--- config.mk ---
export PLATFORM = sky130hd
export DESIGN_NAME = lsu_mem_bridge
export DESIGN_NICKNAME = d
export VERILOG_FILES = /design/src/rtl/lsu_mem_bridge_pkg.sv /design/src/rtl/lsu_mem_bridge_align.sv /design/src/rtl/lsu_mem_bridge.sv
export SDC_FILE = /design/constraint.sdc
export NUM_CORES = 1
export LEC_CHECK = 0
export CORE_MARGIN = 5
export CORE_UTILIZATION = 50
export DETAILED_ROUTE_END_ITERATION = 12
export PLACE_DENSITY = 0.91
export SYNTH_ARGS = -nofsm -noshare
export SYNTH_HDL_FRONTEND = slang
export SYNTH_HIERARCHICAL = 1
export SYNTH_SLANG_ARGS = --single-unit
--- constraint.sdc ---
create_clock -name clk -period 4.04 [get_ports clk]
set_input_delay 0.808 -clock clk [delete_from_list [all_inputs] [get_ports clk]]
set_output_delay 0.808 -clock clk [all_outputs]
set_load 0.1 [all_outputs]
--- src/rtl/lsu_mem_bridge_pkg.sv ---
// Shared load/store definitions: FSM states, func3 encodings and the latched request record.
package lsu_mem_bridge_pkg;

    typedef enum logic [1:0] {
        IDLE = 2'd0,
        REQ  = 2'd1,
        WAIT = 2'd2,
        DONE = 2'd3
    } lsu_state_e;

    localparam logic [2:0] F3_B  = 3'b000;
    localparam logic [2:0] F3_H  = 3'b001;
    localparam logic [2:0] F3_W  = 3'b010;
    localparam logic [2:0] F3_BU = 3'b100;
    localparam logic [2:0] F3_HU = 3'b101;

    // Word address is kept outside the record so the record stays width-independent.
    typedef struct packed {
        logic        we;
        logic [2:0]  func3;
        logic [1:0]  off;
        logic [3:0]  be;
        logic [31:0] wdata;
    } lsu_req_t;

endpackage

--- src/rtl/lsu_mem_bridge_align.sv ---
// Byte-lane steering for the LSU bridge: store byte enables and replication,
// load lane extraction with sign/zero extension, and access legality flags.
module lsu_align
    import lsu_mem_bridge_pkg::*;
(
    input  logic [2:0]  func3_i,
    input  logic        is_store_i,
    input  logic [1:0]  off_i,
    input  logic [31:0] wr_data_i,
    input  logic [2:0]  ld_func3_i,
    input  logic [1:0]  ld_off_i,
    input  logic [31:0] ram_rdata_i,
    output logic [3:0]  be_o,
    output logic [31:0] wdata_o,
    output logic [31:0] ld_data_o,
    output logic        misalign_o,
    output logic        illegal_o
);

    logic [7:0]  ld_byte_s;
    logic [15:0] ld_half_s;

    // Request side: legality first, alignment only for legal encodings.
    always_comb begin
        be_o       = 4'b0000;
        wdata_o    = wr_data_i;
        misalign_o = 1'b0;
        illegal_o  = 1'b0;
        case (func3_i)
            F3_B, F3_BU: begin
                if (is_store_i && (func3_i == F3_BU)) begin
                    illegal_o = 1'b1;
                end else begin
                    be_o    = 4'b0001 << off_i;
                    wdata_o = {4{wr_data_i[7:0]}};
                end
            end
            F3_H, F3_HU: begin
                if (is_store_i && (func3_i == F3_HU)) begin
                    illegal_o = 1'b1;
                end else begin
                    be_o       = 4'b0011 << {off_i[1], 1'b0};
                    wdata_o    = {2{wr_data_i[15:0]}};
                    misalign_o = off_i[0];
                end
            end
            F3_W: begin
                be_o       = 4'b1111;
                misalign_o = |off_i;
            end
            default: begin
                illegal_o = 1'b1;
            end
        endcase
    end

    // Response side: pick the lane named by the latched offset and extend it.
    always_comb begin
        ld_byte_s = 8'h00;
        ld_half_s = 16'h0000;
        ld_data_o = ram_rdata_i;
        case (ld_off_i)
            2'd0:    ld_byte_s = ram_rdata_i[7:0];
            2'd1:    ld_byte_s = ram_rdata_i[15:8];
            2'd2:    ld_byte_s = ram_rdata_i[23:16];
            default: ld_byte_s = ram_rdata_i[31:24];
        endcase
        if (ld_off_i[1]) begin
            ld_half_s = ram_rdata_i[31:16];
        end else begin
            ld_half_s = ram_rdata_i[15:0];
        end
        case (ld_func3_i)
            F3_B:    ld_data_o = {{24{ld_byte_s[7]}}, ld_byte_s};
            F3_BU:   ld_data_o = {24'h000000, ld_byte_s};
            F3_H:    ld_data_o = {{16{ld_half_s[15]}}, ld_half_s};
            F3_HU:   ld_data_o = {16'h0000, ld_half_s};
            default: ld_data_o = ram_rdata_i;
        endcase
    end

endmodule

--- src/rtl/lsu_mem_bridge.sv ---
// MEM-stage load/store bridge to a variable-latency word RAM: request/grant/response
// handshake, pipeline stall, and error/timeout reporting.
module lsu_mem_bridge
    import lsu_mem_bridge_pkg::*;
#(
    parameter int DATA_W      = 32,
    parameter int DM_ADDRESS  = 9,
    parameter int TIMEOUT_CYC = 16
) (
    input  logic                  clk,
    input  logic                  reset,
    input  logic                  mem_read,
    input  logic                  mem_write,
    input  logic [DM_ADDRESS-1:0] addr,
    input  logic [DATA_W-1:0]     wr_data,
    input  logic [2:0]            func3,
    output logic [DATA_W-1:0]     rd_data,
    output logic                  stall,
    output logic                  misalign,
    output logic                  access_err,
    output logic                  ram_req,
    output logic                  ram_we,
    output logic [DM_ADDRESS-3:0] ram_addr,
    output logic [3:0]            ram_be,
    output logic [DATA_W-1:0]     ram_wdata,
    input  logic                  ram_gnt,
    input  logic                  ram_rvalid,
    input  logic [DATA_W-1:0]     ram_rdata
);

    localparam int               CNT_W   = $clog2(TIMEOUT_CYC + 1);
    localparam logic [CNT_W-1:0] TO_LAST = CNT_W'(TIMEOUT_CYC - 1);

    lsu_state_e            state_q, state_d;
    lsu_req_t              req_q, req_d;
    logic [DM_ADDRESS-3:0] waddr_q, waddr_d;
    logic [CNT_W-1:0]      cnt_q, cnt_d;
    logic [DATA_W-1:0]     rd_data_q, rd_data_d;
    logic                  misalign_q, misalign_d;
    logic                  err_q, err_d;

    logic [3:0]            be_s;
    logic [31:0]           wdata_s;
    logic [31:0]           ld_data_s;
    logic                  misalign_s;
    logic                  illegal_s;
    logic                  access_s;
    logic                  timeout_s;

    lsu_align u_align (
        .func3_i     (func3),
        .is_store_i  (mem_write),
        .off_i       (addr[1:0]),
        .wr_data_i   (wr_data),
        .ld_func3_i  (req_q.func3),
        .ld_off_i    (req_q.off),
        .ram_rdata_i (ram_rdata),
        .be_o        (be_s),
        .wdata_o     (wdata_s),
        .ld_data_o   (ld_data_s),
        .misalign_o  (misalign_s),
        .illegal_o   (illegal_s)
    );

    assign access_s  = mem_read | mem_write;
    assign timeout_s = (cnt_q >= TO_LAST);

    // Next-state, latch capture, timeout counting and stall.
    always_comb begin
        state_d    = state_q;
        req_d      = req_q;
        waddr_d    = waddr_q;
        cnt_d      = cnt_q;
        rd_data_d  = rd_data_q;
        misalign_d = 1'b0;
        err_d      = 1'b0;
        stall      = 1'b0;
        case (state_q)
            IDLE: begin
                if (!access_s) begin
                    state_d = IDLE;
                end else if (illegal_s) begin
                    err_d = 1'b1;
                end else if (misalign_s) begin
                    misalign_d = 1'b1;
                end else begin
                    stall       = 1'b1;
                    req_d.we    = mem_write;
                    req_d.func3 = func3;
                    req_d.off   = addr[1:0];
                    req_d.be    = be_s;
                    req_d.wdata = wdata_s;
                    waddr_d     = addr[DM_ADDRESS-1:2];
                    cnt_d       = '0;
                    state_d     = REQ;
                end
            end
            REQ: begin
                stall = 1'b1;
                if (ram_gnt) begin
                    cnt_d   = cnt_q + CNT_W'(1);
                    state_d = req_q.we ? DONE : WAIT;
                end else if (timeout_s) begin
                    rd_data_d = '0;
                    err_d     = 1'b1;
                    state_d   = DONE;
                end else begin
                    cnt_d = cnt_q + CNT_W'(1);
                end
            end
            WAIT: begin
                stall = 1'b1;
                if (ram_rvalid) begin
                    rd_data_d = ld_data_s;
                    state_d   = DONE;
                end else if (timeout_s) begin
                    rd_data_d = '0;
                    err_d     = 1'b1;
                    state_d   = DONE;
                end else begin
                    cnt_d = cnt_q + CNT_W'(1);
                end
            end
            DONE: begin
                state_d = IDLE;
            end
            default: begin
                state_d = IDLE;
            end
        endcase
    end

    // State, request latches, counter and registered outputs.
    always_ff @(posedge clk) begin
        if (reset) begin
            state_q    <= IDLE;
            req_q      <= '0;
            waddr_q    <= '0;
            cnt_q      <= '0;
            rd_data_q  <= '0;
            misalign_q <= 1'b0;
            err_q      <= 1'b0;
        end else begin
            state_q    <= state_d;
            req_q      <= req_d;
            waddr_q    <= waddr_d;
            cnt_q      <= cnt_d;
            rd_data_q  <= rd_data_d;
            misalign_q <= misalign_d;
            err_q      <= err_d;
        end
    end

    assign ram_req    = (state_q == REQ);
    assign ram_we     = ram_req & req_q.we;
    assign ram_be     = ram_req ? req_q.be : 4'b0000;
    assign ram_addr   = waddr_q;
    assign ram_wdata  = req_q.wdata;
    assign rd_data    = rd_data_q;
    assign misalign   = misalign_q;
    assign access_err = err_q;

endmodule

# Yosys cells after proc, flatten, opt, wreduce, memory -nomap -nowiden
# Index checks and enable logic that the tools add are counted.
op_classes:
  eq_ne: 19
  shift: 2
  bitwise: 6
  addsub: 1
  reduce_logical: 17
  magnitude_cmp: 1
  muxes: 45
op_table:
  columns: ["cell", "n"]
  rows:
  - ["$mux 32", 5]
  - ["$pmux 32 s2", 2]
  - ["$pmux 32 s4", 1]
  - ["$mux 5", 6]
  - ["$pmux 8 s3", 1]
  - ["$mux 16", 1]
  - ["$pmux 5 s3", 1]
  - ["$mux 1", 13]
  - ["$eq 3x3->1 const B", 4]
  - ["$mux 2", 6]
  - ["$mux 4", 3]
  - ["$pmux 4 s3", 1]
  - ["$ne 2x2->1 const B", 5]
  - ["$pmux 2 s4", 1]
  - ["$reduce_or 2->1", 4]
  - ["$eq 2x2->1 const B", 3]
  - ["$eq 3x1->1 const B", 2]
  - ["$logic_not 3->1", 2]
  - ["$ne 3x3->1 const B", 2]
  - ["$pmux 1 s3", 2]
  - ["$add 5x1->5 const B", 1]
  - ["$ge 5x4->1 const B", 1]
  - ["$reduce_and 5->1", 1]
  - ["$eq 2x1->1 const B", 2]
  - ["14 further kinds", 21]
totals:
  inputBits: 82
  ff_bits: 90
  word_cells: 102
  output_inout_bits: 80

# Logic depth before layout (Yosys ltp)
# Gate-level depths: netlist of the first run.
depth:
  depth_word: 8
  ltp_mapped: 9
  mapped_depth_nobuf: 8

# Modules after synthesis
# Netlist of the first run, hierarchy kept.
by_module_without_submodules:
  columns: ["module", "cells_each", "n_inst", "area_per_inst_um2"]
  rows:
  - ["lsu_mem_bridge", 407, 1, 3613.5]
  - ["lsu_align", 180, 1, 1316.3]

# Worst setup path after synthesis of the first run
# No wires, ideal clock.
synth_path:
  kind: "input-to-output"
  start: "in mem_write"
  end: "out stall"
  setup_slack_ns: -0.172
  required_ns: 3.232
  path_stages: 7
  n_path_buf: 2
  t_arrival_ns: 3.404
  cell_sequence: "a21oi_2 > buf_2 > nor2_1 > nor3_1 > clkbuf_1 > nor2_1 > nor2_1"
synth_between:
  word_cells_on_any_way: 12
  cone_classes: "mux: 9; bitwise: 1; reduce/logical: 2"
synth_lines:
  columns: ["element", "line_no", "source"]
  rows:
  - ["start: declaration", "lsu_mem_bridge.sv:13", "input logic mem_write,"]
  - ["$logic_and 1x1->1 (on tied branches)", "lsu_mem_bridge_align.sv:39, lsu_mem_bridge_align.sv:31", null]
  - ["$mux 1 (on tied branches)", "lsu_mem_bridge_align.sv:39, lsu_mem_bridge_align.sv:31", null]
  - ["$pmux 1 s3 (*)", "lsu_mem_bridge_align.sv:29", "case (func3_i)"]
  - ["via illegal_s", "lsu_mem_bridge.sv:46", "logic illegal_s;"]
  - ["$mux 1 (*)", "lsu_mem_bridge.sv:82", "end else if (illegal_s) begin"]
  - ["$mux 1 (*)", "lsu_mem_bridge.sv:80", "if (!access_s) begin"]
  - ["$pmux 1 s2 (*)", "lsu_mem_bridge.sv:78", "case (state_q)"]
  - ["end: declaration", "lsu_mem_bridge.sv:18", "output logic stall,"]
# The timed path passes the listed nets; every way through them passes the cells marked *.

# Worst setup path in the final report of the first run
layout_path:
  start: "in func3[0]"
  end: "out stall"
layout_between:
  elab_chain_len: 8
  word_cells_on_any_way: 18
  cone_classes: "eq/ne: 4; mux: 9; reduce/logical: 5"
layout_rtl:
  columns: ["element", "line_no", "source"]
  rows:
  - ["start: declaration", "lsu_mem_bridge.sv:16", "input logic [2:0] func3,"]
  - ["$eq 3x3->1", "lsu_mem_bridge_align.sv:29, lsu_mem_bridge_align.sv:39", null]
  - ["$logic_and 1x1->1", "lsu_mem_bridge_align.sv:39", "if (is_store_i && (func3_i == F3_HU)) begin"]
  - ["$mux 1", "lsu_mem_bridge_align.sv:39", null]
  - ["$pmux 1 s2 (*)", "lsu_mem_bridge_align.sv:29", null]
  - ["via misalign_s", "lsu_mem_bridge.sv:45", "logic misalign_s;"]
  - ["$mux 1 (*)", "lsu_mem_bridge.sv:84", "end else if (misalign_s) begin"]
  - ["$mux 1 (*)", "lsu_mem_bridge.sv:82", null]
  - ["$mux 1 (*)", "lsu_mem_bridge.sv:80", null]
  - ["$pmux 1 s2 (*)", "lsu_mem_bridge.sv:78", null]
# Marked as above.

==> results of run 1 <==
==> power by group through the flow <==
stage	registers, mW	clock network, mW	logic, mW
floorplan	1.01	0	0.527
global placement	0.977	0	0.722
detailed placement	0.980	0	0.734
CTS	0.960	0.629	0.737
global route	0.967	0.668	0.785
finish	0.960	0.620	0.743
==> worst max-delay path: stages <==
cell	delay [ns]
clkdlybuf4s50_1	0.54
o21bai_1	0.23
mux2_2	0.27
o32ai_1	0.27
nor3_2	0.10
nor2_1	0.13
nor2_2	0.06
buf_12	0.17
==> synthesized netlist by cell type, drive strengths merged <==
library cell,number
nand3,6
nand4,2
o32ai,3
a21boi,1
a21oi,76
nor2b,4
ha,6
a311oi,7
or3,2
or2,1
clkbuf,17
inv,16
nor4b,2
and3,2
o21a,1
nor3b,1
or3b,1
xnor2,1
o211ai,1
a31o,1
mux2i,8
o2bb2ai,1
mux4,8
a22o,39
nor2,29
o41ai,1
o22ai,10
or4,2
buf,66
nor3,2
nand2b,7
dfxtp,90
o31ai,1
o2111ai,1
o21bai,1
o21ba,1
and2,7
nand3b,2
a211oi,3
o21ai,17
mux2,18
nand2,111
a31oi,2
a21o,1
a221o,8
==> per-stage QoR <==
| stage | power, mW | instance area (µm²) | instances | hold slack [ns] |
|---|---|---|---|---|
| 6_report | 2.32 | 6430 | 820 | 0.454 |
| 5_1_grt | 2.42 | 6430 | 820 | 0.475 |
| 4_1_cts | 2.33 | 6430 | 820 | 0.456 |
| 3_5_place_dp | 1.71 | 6240 | 805 | 0.444 |
| 3_3_place_gp | 1.70 | 6240 | 805 | 0.440 |
| 2_1_floorplan | 1.53 | 4930 | 587 | 0.432 |
==> per-layer routing <==
layer	global-route usage	up-vias	routed length (µm)
met5	0	-	0
met3	0.0734	33	1520
met4	0.0935	0	318
li1	-	2234	-
met2	0.395	267	6710
met1	0.284	2203	5750
==> path summary, 6_finish.rpt <==
path,from,end,slack (ns)
worst max register to register,req_q[37]$_SDFFE_PP0P_,rd_data[16]$_SDFFE_PP0P_,1.49
worst min register to register,req_q[34]$_SDFFE_PP0P_,req_q[34]$_SDFFE_PP0P_,0.45
worst max-delay path,func3[0],stall,0.64
worst min-delay path,req_q[34]$_SDFFE_PP0P_,req_q[34]$_SDFFE_PP0P_,0.45
==> logic make-up after synthesis <==
logic type,after synthesis,share of synthesized area
and+or+nand+nor,181,0.161
AOI/OAI and AO/OA,176,0.243
buffers and inverters,99,0.119
DFF,90,0.365
muxes,34,0.0939
adders and majority gates,6,0.0152
xor gates and xnor gates,1,0.00178
==> state kept, by name (all words and copies together), names as in the netlist <==
register	cells
req_q	10
state_q	2
access_err	1
ram_wdata	32
rd_data	32
ram_addr	7
cnt_q	5
misalign	1
==> cell type report <==
type | instances | share of cell area
Timing Repair Buffer | 168 | 0.257
Inverter | 16 | 0.00934
Clock buffer | 10 | 0.0214
Sequential cell | 90 | 0.280
Tap cell | 133 | 0.0259
Multi-Input combinational cell | 398 | 0.397
Clock inverter | 5 | 0.00856
==> results.py, run 1 <==
metrics = {
    "outcome": {
        "status": "finished clean",
    },
    "layout": {
        "regArea_mm2": 0.00180,
        "most-common-layout-cells": "clkdlybuf4s50_1 (153), nand2_1 (111), dfxtp_1 (90), a21oi_1 (73), a22o_1 (39)",
        "fill_cells": 748,
        "layout-drive-gt1-share": 0.105,
        "final_util": 0.664,
        "antenna_cells": 0,
        "layout_commonest_cell": "clkdlybuf4s50_1",
        "multi_input_area_mm2": 0.00255,
        "fin_nets": 771,
        "area_delta_synth_final_pct": 30.4,
    },
    "die": {
        "core_area_mm2": 0.00968,
        "die_h_um": 109,
        "die-area_mm2": 0.0119,
        "ios": 162,
        "start_util": 0.509,
        "rows": 36,
        "die_x_um": 109,
    },
    "grt": {
        "grt_max_degree": 50,
        "grt.overflow.total": 0,
        "grt_use_total": 0.236,
        "grt_pass1_vias": 4573,
        "antenna_found_initial": 0,
        "grt_first_pass_wirelength_um": 22500,
    },
    "power_and_ir_drop": {
        "leakage_nw": 2.33,
        "switching_share": 0.364,
        "p_int_mw": 1.48,
        "clockPowerShare": 0.267,
        "powerDensity_mw_per_mm2": 361,
        "ir_drop_v": 0.000254,
        "p_switching_mw": 0.846,
        "pwr-share-comb": 0.320,
        "p_seq_frac": 0.413,
    },
    "timing": {
        "timing.final.ws_setup_ns": 0.637,
        "clock.fmax_mhz": 294,
        "period_minus_slack_ns": 3.40,
        "slew_violations": 0,
        "rsz0062_at_grt": "no",
        "fin_tns_setup_ns": 0,
        "maxSlewHeadroom": 0.322,
        "post-route-period-util": 0.842,
        "worst_pin_slew_ns": 1.01,
        "skew_ns": 0.0105,
        "finalSetupViolations": 0,
        "hold_viol": 0,
    },
    "setup_path": {
        "reg2reg_depth": 4,
        "critPathRequiredTime_ns": 3.23,
        "cp-start-kind": "input port",
        "cp_data_arrival_time_ns": 2.60,
        "critPathCaptureType": "primary output",
        "critPathKind": "in2out",
        "cp_max_fo": 7,
    },
    "routing": {
        "vias_per_cell": 5.78,
        "drt_iter0_drc": 342,
        "drtAntennaViolNets": 0,
        "dr.pass1.iters": 5,
        "drc": 0,
        "wl_per_cell_um": 17.4,
        "drt_wl_total_um": 14300,
        "via_count": 4737,
    },
    "clock_tree": {
        "cts.sinks": 90,
        "cts_tree": "yes",
        "clk_latency_ns": 0.36,
        "cts_buffers": 9,
        "ctsRootBufferMaster": "clkbuf_8",
        "postCtsHoldBufs": 0,
        "clockBufferDepth": 2,
        "post_cts_buffers": 0,
        "h-tree-depth": 3,
        "ctsResizeCount": 0,
        "path_clk_slew_ns": 0.08,
    },
    "placed_design": {
        "gp_congestion": 0.934,
        "hpwl_um": 10500,
        "place_ws_ns": 0.697,
        "port_buffers": 161,
    },
    "logic_synthesis": {
        "ys_ff_latch": 90,
        "synthCells": 587,
        "netlist.area_leader.share": 0.365,
        "avgSynthCellArea_um2": 8.40,
        "synth_warnings": 6,
        "synth_fp_nets": 675,
        "synthTopCellsByArea": "dfxtp_1 (37%), nand2_1 (8.5%), a21oi_1 (7.4%)",
        "yosysTopAreaCell": "dfxtp_1",
        "yosysSeqAreaShare": 0.365,
        "netlist_area_mm2": 0.00493,
        "netlist-cell-type-count": 54,
    },
    "run": {
        "cap_viol_max_count": 0,
    },
    "min_path": {
        "hp-class": "reg2reg",
        "whs_path_depth": 2,
    },
}
Note: power is estimated with default switching activity, not from simulation.
==> run 2, diff against run 1 <==
--- a/config.mk
+++ b/config.mk
@@ -6,9 +6,9 @@
 export NUM_CORES = 1
 export LEC_CHECK = 0
 export CORE_MARGIN = 5
-export CORE_UTILIZATION = 50
+export CORE_UTILIZATION = 42
 export DETAILED_ROUTE_END_ITERATION = 12
-export PLACE_DENSITY = 0.91
+export PLACE_DENSITY = 0.82
 export SYNTH_ARGS = -nofsm -noshare
 export SYNTH_HDL_FRONTEND = slang
 export SYNTH_HIERARCHICAL = 1
==> constraint.sdc (replaced) <==
create_clock -name clk -period 3.1 [get_ports clk]
set_input_delay 0.62 -clock clk [delete_from_list [all_inputs] [get_ports clk]]
set_output_delay 0.62 -clock clk [all_outputs]
set_load 0.1 [all_outputs]
==> results.py, run 2 (synthesized netlist as in run 1, its figures left out) <==
metrics = {
    "setup_path": {
        "crit_chain": "clkdlybuf4s50_1 > o21bai_1 > mux2_2 > o32ai_1 > nor3_2 > nor2_1 > nor2_4 > buf_12",
        "r2r_end": "rd_data[15]$_SDFFE_PP0P_",
        "cp_max_fo": 6,
        "cp_data_arrival_time_ns": 2.30,
        "cpMaxStageDelayCell": "clkdlybuf4s50_1",
        "critPathRequiredTime_ns": 2.48,
        "cp-start-kind": "input port",
        "cpPeakStageDelay_ns": 0.56,
        "timing.rr.start": "cnt_q[0]$_SDFFE_PP0P_",
        "critPathCaptureType": "primary output",
        "reg2reg_depth": 8,
        "rrSetupSlack_ns": 0.69,
        "critPathKind": "in2out",
    },
    "grt": {
        "grt.overflow.total": 0,
        "grt_pass1_vias": 4612,
        "grt_first_pass_wirelength_um": 23800,
        "antenna_found_initial": 0,
        "grt_use_total": 0.205,
        "grt_max_degree": 50,
    },
    "clock_tree": {
        "ctsResizeCount": 0,
        "cts_buffers": 9,
        "h-tree-depth": 3,
        "post_cts_buffers": 0,
        "clockBufferDepth": 2,
        "ctsRootBufferMaster": "clkbuf_16",
        "cts_tree": "yes",
        "path_clk_slew_ns": 0.06,
        "postCtsHoldBufs": 0,
        "cts.sinks": 90,
        "clk_latency_ns": 0.35,
    },
    "layout": {
        "layout-drive-gt1-share": 0.218,
        "most-common-layout-cells": "nand2_1 (111), buf_4 (92), dfxtp_1 (90), clkdlybuf4s50_1 (79), a21oi_1 (73)",
        "layout_commonest_cell": "nand2_1",
        "fin_nets": 777,
        "area_delta_synth_final_pct": 30.1,
        "antenna_cells": 0,
    },
    "routing": {
        "drt_iter0_drc": 650,
        "vias_per_cell": 5.70,
        "drtAntennaViolNets": 0,
        "dr.pass1.iters": 5,
        "drt_wl_total_um": 15000,
        "drc": 0,
        "wl_per_cell_um": 17.9,
        "via_count": 4768,
    },
    "placed_design": {
        "gp_congestion": 0.947,
        "port_buffers": 161,
        "hpwl_um": 11000,
    },
    "die": {
        "core_area_mm2": 0.0115,
        "ios": 162,
        "start_util": 0.430,
        "die_h_um": 118,
        "die_x_um": 118,
        "die-area_mm2": 0.0140,
        "rows": 39,
    },
    "min_path": {
        "hold_end": "req_q[33]$_SDFFE_PP0P_",
        "hp-class": "reg2reg",
        "whs_path_depth": 2,
        "worstHoldStart": "req_q[33]$_SDFFE_PP0P_",
    },
    "timing": {
        "holdWs_ns": 0.454,
        "post-route-period-util": 0.942,
        "fin_tns_setup_ns": 0,
        "slew_violations": 0,
        "worst_pin_slew_ns": 0.790,
        "finalSetupViolations": 0,
        "hold_viol": 0,
        "rsz0062_at_grt": "no",
        "period_minus_slack_ns": 2.92,
        "clock.fmax_mhz": 343,
        "maxSlewHeadroom": 0.473,
        "skew_ns": 0.00720,
    },
    "power_and_ir_drop": {
        "leakage_nw": 2.56,
        "powerDensity_mw_per_mm2": 518,
        "ir_drop_v": 0.000350,
    },
    "outcome": {
        "status": "finished clean",
    },
    "run": {
        "cap_viol_max_count": 0,
    },
}
[run 2: layout make-up]
class | instances | area, µm²
Timing Repair Buffer | 174 | 1520
Fill cell | 1002 | 5050
Inverter | 16 | 60.1
Multi-Input combinational cell | 398 | 2560
Clock inverter | 6 | 65.1
Tap cell | 143 | 179
Clock buffer | 10 | 229
Sequential cell | 90 | 1800
[run 2: power breakdown]
part / leakage [nW] / internal (mW) / switching [mW]
clock network: 0.143 / 0.628 / 0.473
logic: 1.69 / 0.326 / 0.646
registers: 0.731 / 1.21 / 0.0419
total: 2.56 / 2.16 / 1.16
[run 2: critical path: cells and delay by family]
| kind | cells | cell delay (ns) |
|---|---|---|
| buffers and inverters | 2 | 0.73 |
| and+or+nand+nor | 3 | 0.39 |
| AOI/OAI and AO/OA | 2 | 0.31 |
| muxes | 1 | 0.26 |
[run 2: routing by layer]
| layer | part of all wire | vias to the layer above | track usage |
|---|---|---|---|
| li1 | - | 2238 | - |
| met1 | 0.40 | 2247 | 0.243 |
| met2 | 0.47 | 253 | 0.333 |
| met3 | 0.11 | 30 | 0.0845 |
| met4 | 0.022 | 0 | 0.0746 |
| met5 | 0 | - | 0 |
[run 2: stage by stage]
stage,total power [mW],area (µm²),utilization,setup slack [ns],cells
2_1_floorplan,2.00,4940,-,0.0581,587
3_3_place_gp,2.22,6120,0.533,0.160,821
3_5_place_dp,2.24,6120,0.533,0.136,821
4_1_cts,3.33,6410,0.559,0.125,837
5_1_grt,3.46,6410,0.559,0.0413,837
6_report,3.32,6410,0.559,0.180,837
[run 2: how the worst max path moves through the flow]
| stage | from | endpoint | slack [ns] | cells past startpoint |
|---|---|---|---|---|
| final | addr[0] | stall | 0.18 | 8 |
| after global routing | addr[0] | stall | 0.04 | 8 |
| after CTS | func3[0] | stall | 0.12 | 8 |
| after detailed placement | func3[0] | stall | 0.14 | 8 |
| after global placement | func3[0] | stall | 0.16 | 8 |
| after floorplan | mem_write | stall | 0.06 | 7 |
==> patch 1 (settings of run 2) <==
Remove the register `err_q`: a continuous assignment takes its place, so the output `access_err` follows one clock earlier.
--- a/src/rtl/lsu_mem_bridge.sv
+++ b/src/rtl/lsu_mem_bridge.sv
@@ -139,7 +139,6 @@
             cnt_q      <= '0;
             rd_data_q  <= '0;
             misalign_q <= 1'b0;
-            err_q      <= 1'b0;
         end else begin
             state_q    <= state_d;
             req_q      <= req_d;
@@ -147,9 +146,10 @@
             cnt_q      <= cnt_d;
             rd_data_q  <= rd_data_d;
             misalign_q <= misalign_d;
-            err_q      <= err_d;
         end
     end
+
+    assign err_q = err_d;
 
     assign ram_req    = (state_q == REQ);
     assign ram_we     = ram_req & req_q.we;
Behaviour: not the same (Yosys sat finds a counterexample within 4 cycles, from zero or initial values and one cycle with reset high).
==> patch 1 against run 2 <==
- sequential cell count shrank 1
- wire length grew 1.2%
- cell count grew 0.48%
- largest cell class unchanged
- design area grew 0.74%
- critical path depth is the same
- setup slack lost 0.056 ns
- power grew 3.5%
- area after synthesis shrank 0.15%
==> patch 1: results (changes against run 2) <==
stage	metric	value	unit	change
global_route	met1 Use GR	26.9	%	+2.6 points
detailed_routing	met2 WL post-DR	7090	um	about the same
cells_and_area	layout cell share with drive strength beyond 1	21.5	%	-0.27 points
detailed_routing	Initial DRC Count	492		-24%
setup_path	WP data arrival	2.36	ns	+0.06 ns
cells_and_area	Fillers	1009		+0.70%
sta	Final Skew	0.00957	ns	+0.00238 ns
cells_and_area	Nets	781		+0.51%
status	status	finished, final reports clean		
cells_and_area	Final Cell Area	6460	um^2	+0.74%
global_route	grt met3 use	6.06	%	-2.4 points
yosys	synth cell count leaders	nand2_1 (113), dfxtp_1 (89), a21oi_1 (77)		
pwr	Max VDD drop	431	uV	+23%
yosys	top cells by area, synth	dfxtp_1 (36%), nand2_1 (8.6%), a21oi_1 (7.8%)		
global_route	all-layer global routing usage	20.7	%	+0.19 points
global_route	largest net degree at the start of global routing	50		unchanged
detailed_routing	DR WL/cell	18.0	um	+0.68%
placed_design	Setup WS pre-CTS	0.165	ns	+0.0289 ns
placed_design	placed insts	825		+0.49%
placed_design	gpl congestion	0.900		-4.9%
yosys	syn_area_per_cell	8.37	um^2	-0.32%
detailed_routing	M1 WL	6350	um	+7.0%
clocking	CTS Root Cell	clkbuf_16		
yosys	Syn Nets	676		+0.15%
yosys	sequential share of the synthesized area	36.2	%	-0.35 points
pwr	leakage power	2.63	nW	+2.7%
global_route	vias in the first global route	4672		+1.3%
placed_design	HPWL after DPL	11000	um	+0.47%
detailed_routing	metal3 WL	1410	um	-13%
placed_design	placed cell area	6160	um^2	+0.76%
global_route	met2 Resource Use GR	32.6	%	-0.70 points
detailed_routing	DR vias	4774		+0.13%
global_route	first-pass GRT wire length	24300	um	+2.2%
detailed_routing	Post-Route WL	15100	um	+1.2%
clocking	post-CTS setup buffers	0		unchanged
sta	worst-margin pin slew	0.730	ns	-0.0599 ns
==> patch 1: changes by cell type after synthesis, sizes merged, moves of 3 or more <==
cell,change
a21oi,+3
nand3,-6
nor2,+3
o31a,+3
==> patch 1: cell type report <==
| type | count | share of cell area (%) |
|---|---|---|
| Sequential cell | 89 | 27.6 |
| Multi-Input combinational cell | 402 | 40.1 |
| Tap cell | 143 | 2.77 |
| Inverter | 16 | 0.930 |
| Clock buffer | 11 | 3.60 |
| Timing Repair Buffer | 175 | 24.0 |
| Clock inverter | 5 | 1.01 |
==> patch 1: worst max-delay path, stage by stage <==
cell and delay (ns):
clkdlybuf4s50_1 0.51, o21bai_1 0.21, mux2_2 0.27, o32ai_1 0.21, nor3_2 0.10, nor2_1 0.19
nor2_4 0.07, buf_12 0.17
==> patch 1: power breakdown <==
group	switching (W)	total, W	leakage, nW	internal [W]
Sequential	0.0000475	0.00125	0.723	0.00120
Clock	0.000478	0.00111	0.144	0.000633
Combinational	0.000719	0.00108	1.77	0.000365
Total	0.00124	0.00344	2.63	0.00220
==> patch 1: path summary, 6_finish.rpt <==
| path | cells after the start | slack, ns | startpoint | endpoint |
|---|---|---|---|---|
| max | 8 | 0.12 | func3[0] | stall |
| min | 2 | 0.45 | ram_wdata[5] | ram_wdata[5] |
| max reg2reg | 7 | 0.83 | cnt_q[0] | cnt_q[4] |
| min reg2reg | 2 | 0.45 | ram_wdata[5] | ram_wdata[5] |
==> patch 1: kinds of logic (layout without fill, tap and decap cells) <==
group	Yosys count	after routing	synth area share, %
AOI/OAI and AO/OA	180	180	25.1
adders and majority gates	6	6	1.53
buffers and inverters	97	207	11.7
DFF	89	89	36.2
muxes	34	34	9.41
and+or+nand+nor	182	182	16.0
==> patch 2 (config.mk and constraints of run 2) <==
Without the edit above. `TIMEOUT_CYC`: 16 -> 32.
--- a/src/rtl/lsu_mem_bridge.sv
+++ b/src/rtl/lsu_mem_bridge.sv
@@ -5,7 +5,7 @@
 #(
     parameter int DATA_W      = 32,
     parameter int DM_ADDRESS  = 9,
-    parameter int TIMEOUT_CYC = 16
+    parameter int TIMEOUT_CYC = 32
 ) (
     input  logic                  clk,
     input  logic                  reset,
Check against the original RTL: same outputs for any inputs over 4 cycles, from zero or initial values and one cycle with reset high; that may be too few to reach the edited logic, so the function may still have changed.
==> patch 2 against run 2 <==
- highest routed layer unchanged
- largest cell class unchanged
- power grew 9.2%
- setup slack worse by 0.021 ns
- combinational power increased by 26%
- area after synthesis rose by 0.63%
- first-iteration DRC count is 21% lower
- wire length rose by 1.1%
- sequential cell count rose by 1
- design area up 0.70%
==> patch 2: results (changes against run 2) <==
stage	metric	value	unit	change
setup_path	R2R Path End	rd_data[15]		
clocking	clk buf depth	2		unchanged
pwr	leakage power	2.57	nW	+0.19%
cells_and_area	layout cell share with drive strength beyond 1	21.5	%	-0.24 points
clocking	worst skew pair latency	0.35	ns	about the same
cells_and_area	# diodes	0		unchanged
detailed_routing	Pre-Repair DR Iteration Count	5		unchanged
yosys	Yosys warnings	6		unchanged
detailed_routing	Initial DRC Count	516		-21%
min_path	Hold WC Path Type	reg -> reg		
yosys	Syn Nets	677		+0.30%
yosys	sequential share of the synthesized area	36.7	%	+0.17 points
yosys	ys flop type	dfxtp_1		
global_route	largest net degree at the start of global routing	61		+22%
clocking	CTS Root Cell	clkbuf_16		
cells_and_area	Fillers	1043		+4.1%
yosys	synth cell count leaders	nand2_1 (115), dfxtp_1 (91), a21oi_1 (73)		
clocking	CTS H-Tree Depth	3		unchanged
pwr	Max VDD drop	333	uV	-5.0%
setup_path	WP data arrival	2.32	ns	+0.02 ns
global_route	initial antenna violation count	0		unchanged
status	status	finished, final reports clean		
detailed_routing	DR vias	4764		-0.084%
setup_path	R2R depth	5		-3
yosys	synth unique cells	58		+7.4%
setup_path	Worst R2R Start	state_q[0]		
placed_design	Port Buf Inserts	161		unchanged
setup_path	worst reg2reg setup slack	0.68	ns	
yosys	top cells by area, synth	dfxtp_1 (37%), nand2_1 (8.7%), a21oi_1 (7.4%)		
global_route	all-layer global routing usage	20.5	%	+0.022 points
sta	worst-margin pin slew	1.27	ns	+0.484 ns
setup_path	critical path startpoint	func3[0]		
clocking	post-CTS setup buffers	0		unchanged
setup_path	Critical Path Sink	stall		
placed_design	gpl congestion	0.893		-5.7%
clocking	clock transition at the registers of the reported paths	0.07	ns	
clocking	CTS resizes	0		unchanged
detailed_routing	DR WL/cell	18.0	um	+0.73%
placed_design	placed cell area	6160	um^2	+0.76%
cells_and_area	Nets	779		+0.26%
sta	Final Skew	0.0116	ns	+0.00441 ns
global_route	first-pass GRT wire length	23800	um	about the same
clocking	CTS Buf Count	9		unchanged
placed_design	HPWL after DPL	11100	um	+1.4%
global_route	vias in the first global route	4675		+1.4%
yosys	Post-synth ARST share	0	%	unchanged
setup_path	worst-path fanout max	7		+1
patch 2: metal layers:
layer,part of all wire (%),vias to the layer above,GRT usage [%]
li1,-,2265,-
met1,40,2220,24.5
met2,47,254,34.1
met3,11,25,7.16
met4,2.0,0,7.60
met5,0,-,0
patch 2: how the worst min path moves through the flow:
stage / startpoint / end / slack (ns) / depth (start not counted)
final: ram_wdata[7] / ram_wdata[7] / 0.45 / 2
after global placement: req_q[34] / req_q[34] / 0.44 / 2
after floorplan: req_q[32] / req_q[32] / 0.43 / 2
after global routing: req_q[41] / req_q[41] / 0.47 / 2
after detailed placement: req_q[41] / req_q[41] / 0.44 / 2
after CTS: req_q[41] / req_q[41] / 0.45 / 2
patch 2: layout make-up:
| class | count | area share, % |
|---|---|---|
| Sequential cell | 91 | 28.2 |
| Clock inverter | 5 | 0.969 |
| Tap cell | 143 | 2.77 |
| Timing Repair Buffer | 173 | 23.6 |
| Multi-Input combinational cell | 401 | 40.0 |
| Clock buffer | 11 | 3.60 |
| Inverter | 16 | 0.930 |
patch 2: critical path: stages:
cell and delay [ns]:
clkdlybuf4s50_1 0.50, o21bai_1 0.20, mux2_2 0.27, o32ai_1 0.21, nor3_2 0.09, nor2_1 0.20
nor2_4 0.06, buf_12 0.17
patch 2: per-stage QoR:
stage               cells  util (%)  worst slack [ns]
detailed placement    824      53.5             0.182
CTS                   840      56.1             0.161
finish                840      56.1             0.160
global route          840      56.1            0.0391
global placement      824      53.5             0.199
floorplan             590         -            0.0812
patch 2: power by group:
part           internal (W)  switching [W]  leakage [nW]
clock              0.000630       0.000486         0.136
combinational      0.000389       0.000829          1.69
sequential          0.00124      0.0000553         0.740
patch 2: kinds of logic after synthesis:
kind of cell               after synthesis  share of synthesized area (%)
AOI/OAI and AO/OA                      184                           25.5
xor gates and xnor gates                 1                          0.177
adders and majority gates                5                           1.26
buffers and inverters                   98                           11.7
DFF                                     91                           36.7
muxes                                   35                           9.56
and+or+nand+nor                        176                           15.1
